## config.mk

```make
export PLATFORM = sky130hd
export DESIGN_NAME = alu_operand_stage_flat
export DESIGN_NICKNAME = d
export VERILOG_FILES = /design/src/rtl/alu_operand_stage_if.sv /design/src/rtl/alu_operand_stage.sv /design/src/flat_wrapper.sv
export SDC_FILE = /design/constraint.sdc
export NUM_CORES = 1
export LEC_CHECK = 0
export CAP_MARGIN = 20
export CORE_AREA = 2 2 291 293
export DETAILED_ROUTE_END_ITERATION = 10
export DIE_AREA = 0 0 293 295
export HOLD_SLACK_MARGIN = 0.06
export MAX_ROUTING_LAYER = met4
export SYNTH_ARGS = -nofsm -noshare
export SYNTH_HDL_FRONTEND = slang
export SYNTH_SLANG_ARGS = --single-unit
```

## constraint.sdc

```tcl
create_clock -name clk -period 13 [get_ports clk]
set_input_delay 3.9 -clock clk [delete_from_list [all_inputs] [get_ports clk]]
set_output_delay 3.9 -clock clk [all_outputs]
set_load 0.02 [all_outputs]
```

## src/rtl/alu_operand_stage_if.sv

```systemverilog
// Decode/execute boundary bus for the ALU operand stage.
// The decode and execute sides drive through the master modport; the stage itself uses the slave modport.
interface alu_operand_stage_if #(
    parameter int XLEN    = 64,
    parameter int ADDR_W  = 32,
    parameter int NUM_FWD = 3
);
    logic                      in_valid;
    logic                      in_ready;
    logic [4:0]                rs1_idx;
    logic [4:0]                rs2_idx;
    logic [XLEN-1:0]           reg_data0;
    logic [XLEN-1:0]           reg_data1;
    logic                      op0_sel;
    logic                      op1_sel;
    logic [ADDR_W-1:0]         pc;
    logic [XLEN-1:0]           sext_imm;
    logic [XLEN-1:0]           cimm;
    logic                      is_cinstr;
    logic                      is_link;
    logic                      is_sys;
    logic                      sel_amo_op;
    logic [XLEN-1:0]           amo_val;
    logic [NUM_FWD-1:0]        fwd_valid;
    logic [NUM_FWD-1:0]        fwd_pending;
    logic [5*NUM_FWD-1:0]      fwd_rd;
    logic [XLEN*NUM_FWD-1:0]   fwd_data;
    logic                      flush;
    logic                      out_valid;
    logic                      out_ready;
    logic [XLEN-1:0]           op0;
    logic [XLEN-1:0]           op1;
    logic                      hazard;
    logic [31:0]               hazard_cnt;

    modport master (
        output in_valid, rs1_idx, rs2_idx, reg_data0, reg_data1, op0_sel, op1_sel, pc,
               sext_imm, cimm, is_cinstr, is_link, is_sys, sel_amo_op, amo_val,
               fwd_valid, fwd_pending, fwd_rd, fwd_data, flush, out_ready,
        input  in_ready, out_valid, op0, op1, hazard, hazard_cnt
    );

    modport slave (
        input  in_valid, rs1_idx, rs2_idx, reg_data0, reg_data1, op0_sel, op1_sel, pc,
               sext_imm, cimm, is_cinstr, is_link, is_sys, sel_amo_op, amo_val,
               fwd_valid, fwd_pending, fwd_rd, fwd_data, flush, out_ready,
        output in_ready, out_valid, op0, op1, hazard, hazard_cnt
    );
endinterface

```

## src/rtl/alu_operand_stage.sv

```systemverilog
// Registered ALU operand selection at the decode->execute boundary.
// Resolves rs1/rs2 through the forwarding network (youngest source wins),
// stalls on load-use hazards and holds one instruction's operands until execute takes them.
module alu_operand_stage #(
    parameter int XLEN    = 64,
    parameter int ADDR_W  = 32,
    parameter int NUM_FWD = 3
) (
    input  logic                 clk,
    input  logic                 rst,
    alu_operand_stage_if.slave   bus
);

    logic [XLEN-1:0] rs1_val;
    logic [XLEN-1:0] rs2_val;
    logic            rs1_pend;
    logic            rs2_pend;
    logic            rs1_used;
    logic            rs2_used;
    logic            hazard;
    logic            in_ready;
    logic            accept;
    logic [XLEN-1:0] pc_ext;
    logic [XLEN-1:0] op0_d, op0_q;
    logic [XLEN-1:0] op1_d, op1_q;
    logic            out_valid_d, out_valid_q;
    logic [31:0]     hazard_cnt_d, hazard_cnt_q;

    // Forwarding network: scan oldest to youngest so the lowest matching index overrides the rest.
    always_comb begin
        rs1_val  = bus.reg_data0;
        rs2_val  = bus.reg_data1;
        rs1_pend = 1'b0;
        rs2_pend = 1'b0;
        for (int i = NUM_FWD - 1; i >= 0; i--) begin
            if (bus.fwd_valid[i] && (bus.fwd_rd[5*i +: 5] == bus.rs1_idx) && (bus.rs1_idx != 5'd0)) begin
                rs1_val  = bus.fwd_data[XLEN*i +: XLEN];
                rs1_pend = bus.fwd_pending[i];
            end
            if (bus.fwd_valid[i] && (bus.fwd_rd[5*i +: 5] == bus.rs2_idx) && (bus.rs2_idx != 5'd0)) begin
                rs2_val  = bus.fwd_data[XLEN*i +: XLEN];
                rs2_pend = bus.fwd_pending[i];
            end
        end
    end

    // Operand selection, hazard detection and handshake decisions.
    always_comb begin
        pc_ext              = '0;
        pc_ext[ADDR_W-1:0]  = bus.pc;

        rs1_used = !bus.sel_amo_op && bus.op0_sel;
        rs2_used = bus.sel_amo_op || (bus.op1_sel && !bus.is_link);
        // Only the winning source's pending bit matters; a stale older pending is shadowed.
        hazard   = bus.in_valid && ((rs1_used && rs1_pend) || (rs2_used && rs2_pend));
        in_ready = !bus.flush && !hazard && (!out_valid_q || bus.out_ready);
        accept   = bus.in_valid && in_ready;

        if (bus.sel_amo_op)   op0_d = rs2_val;
        else if (bus.op0_sel) op0_d = rs1_val;
        else                  op0_d = pc_ext;

        if (bus.is_link)         op1_d = bus.is_cinstr ? XLEN'(2) : XLEN'(4);
        else if (bus.sel_amo_op) op1_d = bus.amo_val;
        else if (bus.op1_sel)    op1_d = rs2_val;
        else if (bus.is_sys)     op1_d = '0;
        else if (bus.is_cinstr)  op1_d = bus.cimm;
        else                     op1_d = bus.sext_imm;

        // Flush wins over everything; otherwise a consume without a new accept empties the stage.
        if (bus.flush)          out_valid_d = 1'b0;
        else if (accept)        out_valid_d = 1'b1;
        else if (bus.out_ready) out_valid_d = 1'b0;
        else                    out_valid_d = out_valid_q;

        hazard_cnt_d = hazard_cnt_q;
        if (hazard && (hazard_cnt_q != 32'hFFFF_FFFF))
            hazard_cnt_d = hazard_cnt_q + 32'd1;
    end

    // Stage registers: operands load only on accept; reset clears everything immediately.
    always_ff @(posedge clk or posedge rst) begin
        if (rst) begin
            out_valid_q  <= 1'b0;
            op0_q        <= '0;
            op1_q        <= '0;
            hazard_cnt_q <= '0;
        end else begin
            out_valid_q  <= out_valid_d;
            hazard_cnt_q <= hazard_cnt_d;
            if (accept) begin
                op0_q <= op0_d;
                op1_q <= op1_d;
            end
        end
    end

    assign bus.in_ready   = in_ready;
    assign bus.hazard     = hazard;
    assign bus.out_valid  = out_valid_q;
    assign bus.op0        = op0_q;
    assign bus.op1        = op1_q;
    assign bus.hazard_cnt = hazard_cnt_q;

endmodule
```

## src/flat_wrapper.sv

```systemverilog
// flat-port wrapper written by rule: the top's interface ports become plain ports
module alu_operand_stage_flat 
#(
    parameter int XLEN    = 64,
    parameter int ADDR_W  = 32,
    parameter int NUM_FWD = 3
)
  (clk, rst, bus_in_valid, bus_rs1_idx, bus_rs2_idx, bus_reg_data0, bus_reg_data1, bus_op0_sel, bus_op1_sel, bus_pc, bus_sext_imm, bus_cimm, bus_is_cinstr, bus_is_link, bus_is_sys, bus_sel_amo_op, bus_amo_val, bus_fwd_valid, bus_fwd_pending, bus_fwd_rd, bus_fwd_data, bus_flush, bus_out_ready, bus_in_ready, bus_out_valid, bus_op0, bus_op1, bus_hazard, bus_hazard_cnt);
  alu_operand_stage_if #(.XLEN(XLEN), .ADDR_W(ADDR_W), .NUM_FWD(NUM_FWD)) bus_i ();
  input  logic clk;
  input  logic rst;
  input wire logic [$bits(bus_i.in_valid)-1:0] bus_in_valid;
  input wire logic [$bits(bus_i.rs1_idx)-1:0] bus_rs1_idx;
  input wire logic [$bits(bus_i.rs2_idx)-1:0] bus_rs2_idx;
  input wire logic [$bits(bus_i.reg_data0)-1:0] bus_reg_data0;
  input wire logic [$bits(bus_i.reg_data1)-1:0] bus_reg_data1;
  input wire logic [$bits(bus_i.op0_sel)-1:0] bus_op0_sel;
  input wire logic [$bits(bus_i.op1_sel)-1:0] bus_op1_sel;
  input wire logic [$bits(bus_i.pc)-1:0] bus_pc;
  input wire logic [$bits(bus_i.sext_imm)-1:0] bus_sext_imm;
  input wire logic [$bits(bus_i.cimm)-1:0] bus_cimm;
  input wire logic [$bits(bus_i.is_cinstr)-1:0] bus_is_cinstr;
  input wire logic [$bits(bus_i.is_link)-1:0] bus_is_link;
  input wire logic [$bits(bus_i.is_sys)-1:0] bus_is_sys;
  input wire logic [$bits(bus_i.sel_amo_op)-1:0] bus_sel_amo_op;
  input wire logic [$bits(bus_i.amo_val)-1:0] bus_amo_val;
  input wire logic [$bits(bus_i.fwd_valid)-1:0] bus_fwd_valid;
  input wire logic [$bits(bus_i.fwd_pending)-1:0] bus_fwd_pending;
  input wire logic [$bits(bus_i.fwd_rd)-1:0] bus_fwd_rd;
  input wire logic [$bits(bus_i.fwd_data)-1:0] bus_fwd_data;
  input wire logic [$bits(bus_i.flush)-1:0] bus_flush;
  input wire logic [$bits(bus_i.out_ready)-1:0] bus_out_ready;
  output wire logic [$bits(bus_i.in_ready)-1:0] bus_in_ready;
  output wire logic [$bits(bus_i.out_valid)-1:0] bus_out_valid;
  output wire logic [$bits(bus_i.op0)-1:0] bus_op0;
  output wire logic [$bits(bus_i.op1)-1:0] bus_op1;
  output wire logic [$bits(bus_i.hazard)-1:0] bus_hazard;
  output wire logic [$bits(bus_i.hazard_cnt)-1:0] bus_hazard_cnt;
  assign bus_i.in_valid = bus_in_valid;
  assign bus_i.rs1_idx = bus_rs1_idx;
  assign bus_i.rs2_idx = bus_rs2_idx;
  assign bus_i.reg_data0 = bus_reg_data0;
  assign bus_i.reg_data1 = bus_reg_data1;
  assign bus_i.op0_sel = bus_op0_sel;
  assign bus_i.op1_sel = bus_op1_sel;
  assign bus_i.pc = bus_pc;
  assign bus_i.sext_imm = bus_sext_imm;
  assign bus_i.cimm = bus_cimm;
  assign bus_i.is_cinstr = bus_is_cinstr;
  assign bus_i.is_link = bus_is_link;
  assign bus_i.is_sys = bus_is_sys;
  assign bus_i.sel_amo_op = bus_sel_amo_op;
  assign bus_i.amo_val = bus_amo_val;
  assign bus_i.fwd_valid = bus_fwd_valid;
  assign bus_i.fwd_pending = bus_fwd_pending;
  assign bus_i.fwd_rd = bus_fwd_rd;
  assign bus_i.fwd_data = bus_fwd_data;
  assign bus_i.flush = bus_flush;
  assign bus_i.out_ready = bus_out_ready;
  assign bus_in_ready = bus_i.in_ready;
  assign bus_out_valid = bus_i.out_valid;
  assign bus_op0 = bus_i.op0;
  assign bus_op1 = bus_i.op1;
  assign bus_hazard = bus_i.hazard;
  assign bus_hazard_cnt = bus_i.hazard_cnt;
  alu_operand_stage #(.XLEN(XLEN), .ADDR_W(ADDR_W), .NUM_FWD(NUM_FWD)) u_core (.clk(clk), .rst(rst), .bus(bus_i));
endmodule
```

==> run_results.csv, run 1 <==
group,metric,value,unit
timing,timing.final.crit_share,88.40,%
yosys,synth_xor_xnor_area_share,3.703,%
timing,rsz0062_at_grt,"false",
place,place_congestion,0.9498,
timing,fmax,87.01,MHz
cts,h-tree-depth,4,
worst_setup_path,worstSetupStartpointType,"input port",
floorplanning,io_pins,749,
routing,ant_nets,0,
timing,max_slew_margin,30.67,%
worst_setup_path,startpoint,"bus_rs2_idx[1]",
place,dp_cells,3474,
min_path,hp-start,"u_core.bus.op1[20]",
floorplanning,die_w,293,um
yosys,synth.most_common_cell,"o21ai_0",
place,io_buffer_count,748,
yosys,ys_types,57,
yosys,synth.top_cell.area_share,27.92,%
grt,grt_max_degree,97,
yosys,synthArstFlopShare,100.0,%
timing,worst_pin_slew,1029,ps
cts,hold_buffers,0,
cts,post_cts_buffers,0,
routing,drc,0,
yosys,synth_top_family_by_area,"compound AO/OA/AOI/OAI gates",
job,max_cap_viol_count,0,
timing,finalHoldViolations,0,
timing,fin_setup_tns,0,ps
timing,post-route-min-period,11490,ps
routing,viasPerCell,5.009,
floorplanning,dieArea,86440,sq um
routing,routed_wl,91090,um
yosys,synth_cells,1797,
layout,regArea,4029,sq um
cts,cts_buffers,17,
grt,grt_usage,20.95,%
layout,finalInstanceArea,23490,sq um
yosys,synth.area.top_cells,"dfrtp_1 28%, mux2i_1 8.9%, o21ai_0 8.7%, a211oi_1 8.3%, o41ai_2 7.0%",
layout,n_fill_cell,8840,
routing,dr.first_iter.drc_count,1351,
cts,cts_sinks,161,
place,dpl.hpwl,66380,um
yosys,synth-simple-area-share,14.42,%
power,p_per_area,85.26,nW/um^2
yosys,synth_edf_count,0,
cts,clk_pin_slew,70,ps
cts,root_buffer,"clkbuf_16",
yosys,yosysTopAreaCell,"dfrtp_1",
worst_setup_path,crit_path_max_fanout,4,
place,dpl_cell_area,22880,sq um
yosys,ys_seq_area_share,27.92,%
layout,areaGrowthSynthToFinish,62.79,%
routing,vias,17590,
worst_setup_path,cp_data_required_time,9100,ps
min_path,min_path_cells,2,
cts,cts_tree,"done",
yosys,synth-seq-cells,161,
yosys,syn_area_per_cell,8.029,sq um
yosys,synth_compound_gate_area_share,38.18,%
power,cellLeakagePower,8.625,nW
worst_setup_path,cp-end-kind,"output pin",
cts,insertion_delay,480,ps
yosys,synth_area,14430,sq um
yosys,netlist_top_cells_count,"251 x o21ai_0, 180 x nand2_1, 168 x nor2_1",
routing,firstDrtPassIters,7,
layout,drive_gt1_share,7.880,%
yosys,ys.flop_type,"dfrtp_1",
layout,multi_input_area,9558,sq um
yosys,yosysWarningCount,0,
floorplanning,die_h,295,um
min_path,hp-class,"reg -> reg",
routing,wl_per_cell,25.94,um
floorplanning,start_util,17.35,%
timing,setup_viol_count_final,0,
yosys,synthAdderAreaFrac,0.08672,%
worst_setup_path,critPathKind,"in -> out",
grt,antenna_found_initial,9,
layout,final_net_count,3000,
status,status,"finished clean",
timing,clock-skew-final,12.71,ps
floorplanning,fp-row-count,106,
worst_setup_path,r2r_cells,7,
worst_setup_path,r2r_start,"u_core.bus.out_valid",
grt,grt-ovfl-total,0,
timing,slew_viol_final,0,
worst_setup_path,crit_arrival,7590,ps
grt,grt_pass1_wl,127700,um
layout,fin_cells,3512,
floorplanning,fp.coreArea,83160,sq um
yosys,synth_nets,2384,
cts,cts_resized,0,
cts,clock_path_buffers,2,
grt,grt_pass1_vias,17854,
yosys,synth.area.mux_share,9.115,%
power,ir_worst_vdd,93.87,uV
logic make-up after synthesis:
| group | after synthesis |
|---|---|
| muxes | 131 |
| and+or+nand+nor | 472 |
| xor gates and xnor gates | 61 |
| AOI/OAI and AO/OA | 749 |
| adders and majority gates | 1 |
| buffers and inverters | 222 |
| DFF | 161 |
sequential cells by signal, indices dropped and copies added, names as in the netlist:
register and cells:
u_core.bus.op0 64, u_core.bus.op1 64, u_core.bus.hazard_cnt 32, u_core.bus.out_valid 1
report_power, final:
part / switching [mW] / internal, mW
clock: 0.253 / 0.294
combinational: 0.439 / 0.399
sequential: 0.0456 / 0.571
critical path, stage by stage:
cell and delay, ps:
clkdlybuf4s50_1 540, or4_4 620, o211ai_2 260, nor3_1 90, a311oi_2 430, o22ai_1 340
and2_1 300, nor3_1 400, clkdlybuf4s50_1 700
through the flow:
stage	setup slack, ps	utilization [%]	power, mW	hold WS, ps
6_report	1508	28.24	2.002	475.5
5_1_grt	1370	28.24	2.101	496.5
4_1_cts	1438	28.22	2.027	479.9
3_5_place_dp	1441	27.52	1.462	461.3
3_3_place_gp	1420	27.51	1.460	455.1
2_1_floorplan	3157	-	0.9716	582.4
routing by layer:
layer	GRT usage (%)	part of all wire, %
met3	4.518	8.0
met2	32.83	47
met1	25.79	41
met5	-	0
met4	9.481	4.2
worst paths after layout:
path                                            to  slack (ps)
worst min-delay path            u_core.bus.op1[20]         480
max in group asynchronous       u_core.bus.op0[43]        7920
worst max-delay path                  bus_in_ready        1510
min in group asynchronous        u_core.bus.op1[9]        3880
worst max register to register   u_core.bus.op0[8]        9840
worst min register to register  u_core.bus.op1[20]         480
cells in the final DEF, fill, tap and decap left out, types with 4 or more instances in the layout:
cell and instances:
and2_1 4, nand3_1 8, o31a_1 65, inv_1 30, o21ai_1 11, clkbuf_16 17, diode_2 8, dfrtp_1 161
a211oi_1 159, and3_1 8, xnor2_1 38, clkdlybuf4s50_1 743, buf_4 39, o2bb2ai_1 33, a221oi_1 8, nor2_1 167
xor2_1 23, a21oi_1 123, nor3_2 6, nor3_1 45, nor4_2 4, buf_12 4, a221oi_2 18, mux2i_1 128
clkinv_4 4, nand4_1 22, o41ai_2 62, o21ai_0 251, nand2_1 180
area by class of cell:
| type | instances | share of cell area [%] |
|---|---|---|
| sequential | 161 | 17.15 |
| clock buffer | 20 | 1.944 |
| clock inverter | 10 | 0.5381 |
| antenna | 8 | 0.08524 |
| inverter | 32 | 0.5540 |
| multi-input combinational | 1414 | 40.70 |
| tap | 1080 | 5.754 |
| timing repair buffer | 787 | 33.27 |
Power figures use the tool's default switching activity.
==> inputs of run 2 (changes only) <==
--- a/config.mk
+++ b/config.mk
@@ -7,6 +7,7 @@
 export LEC_CHECK = 0
 export CAP_MARGIN = 20
 export CORE_AREA = 2 2 291 293
+export CTS_CLUSTER_DIAMETER = 30
 export DETAILED_ROUTE_END_ITERATION = 10
 export DIE_AREA = 0 0 293 295
 export HOLD_SLACK_MARGIN = 0.06
==> results of run 2 <==
No change in the layout: final DEF, timing and power equal those of run 1.
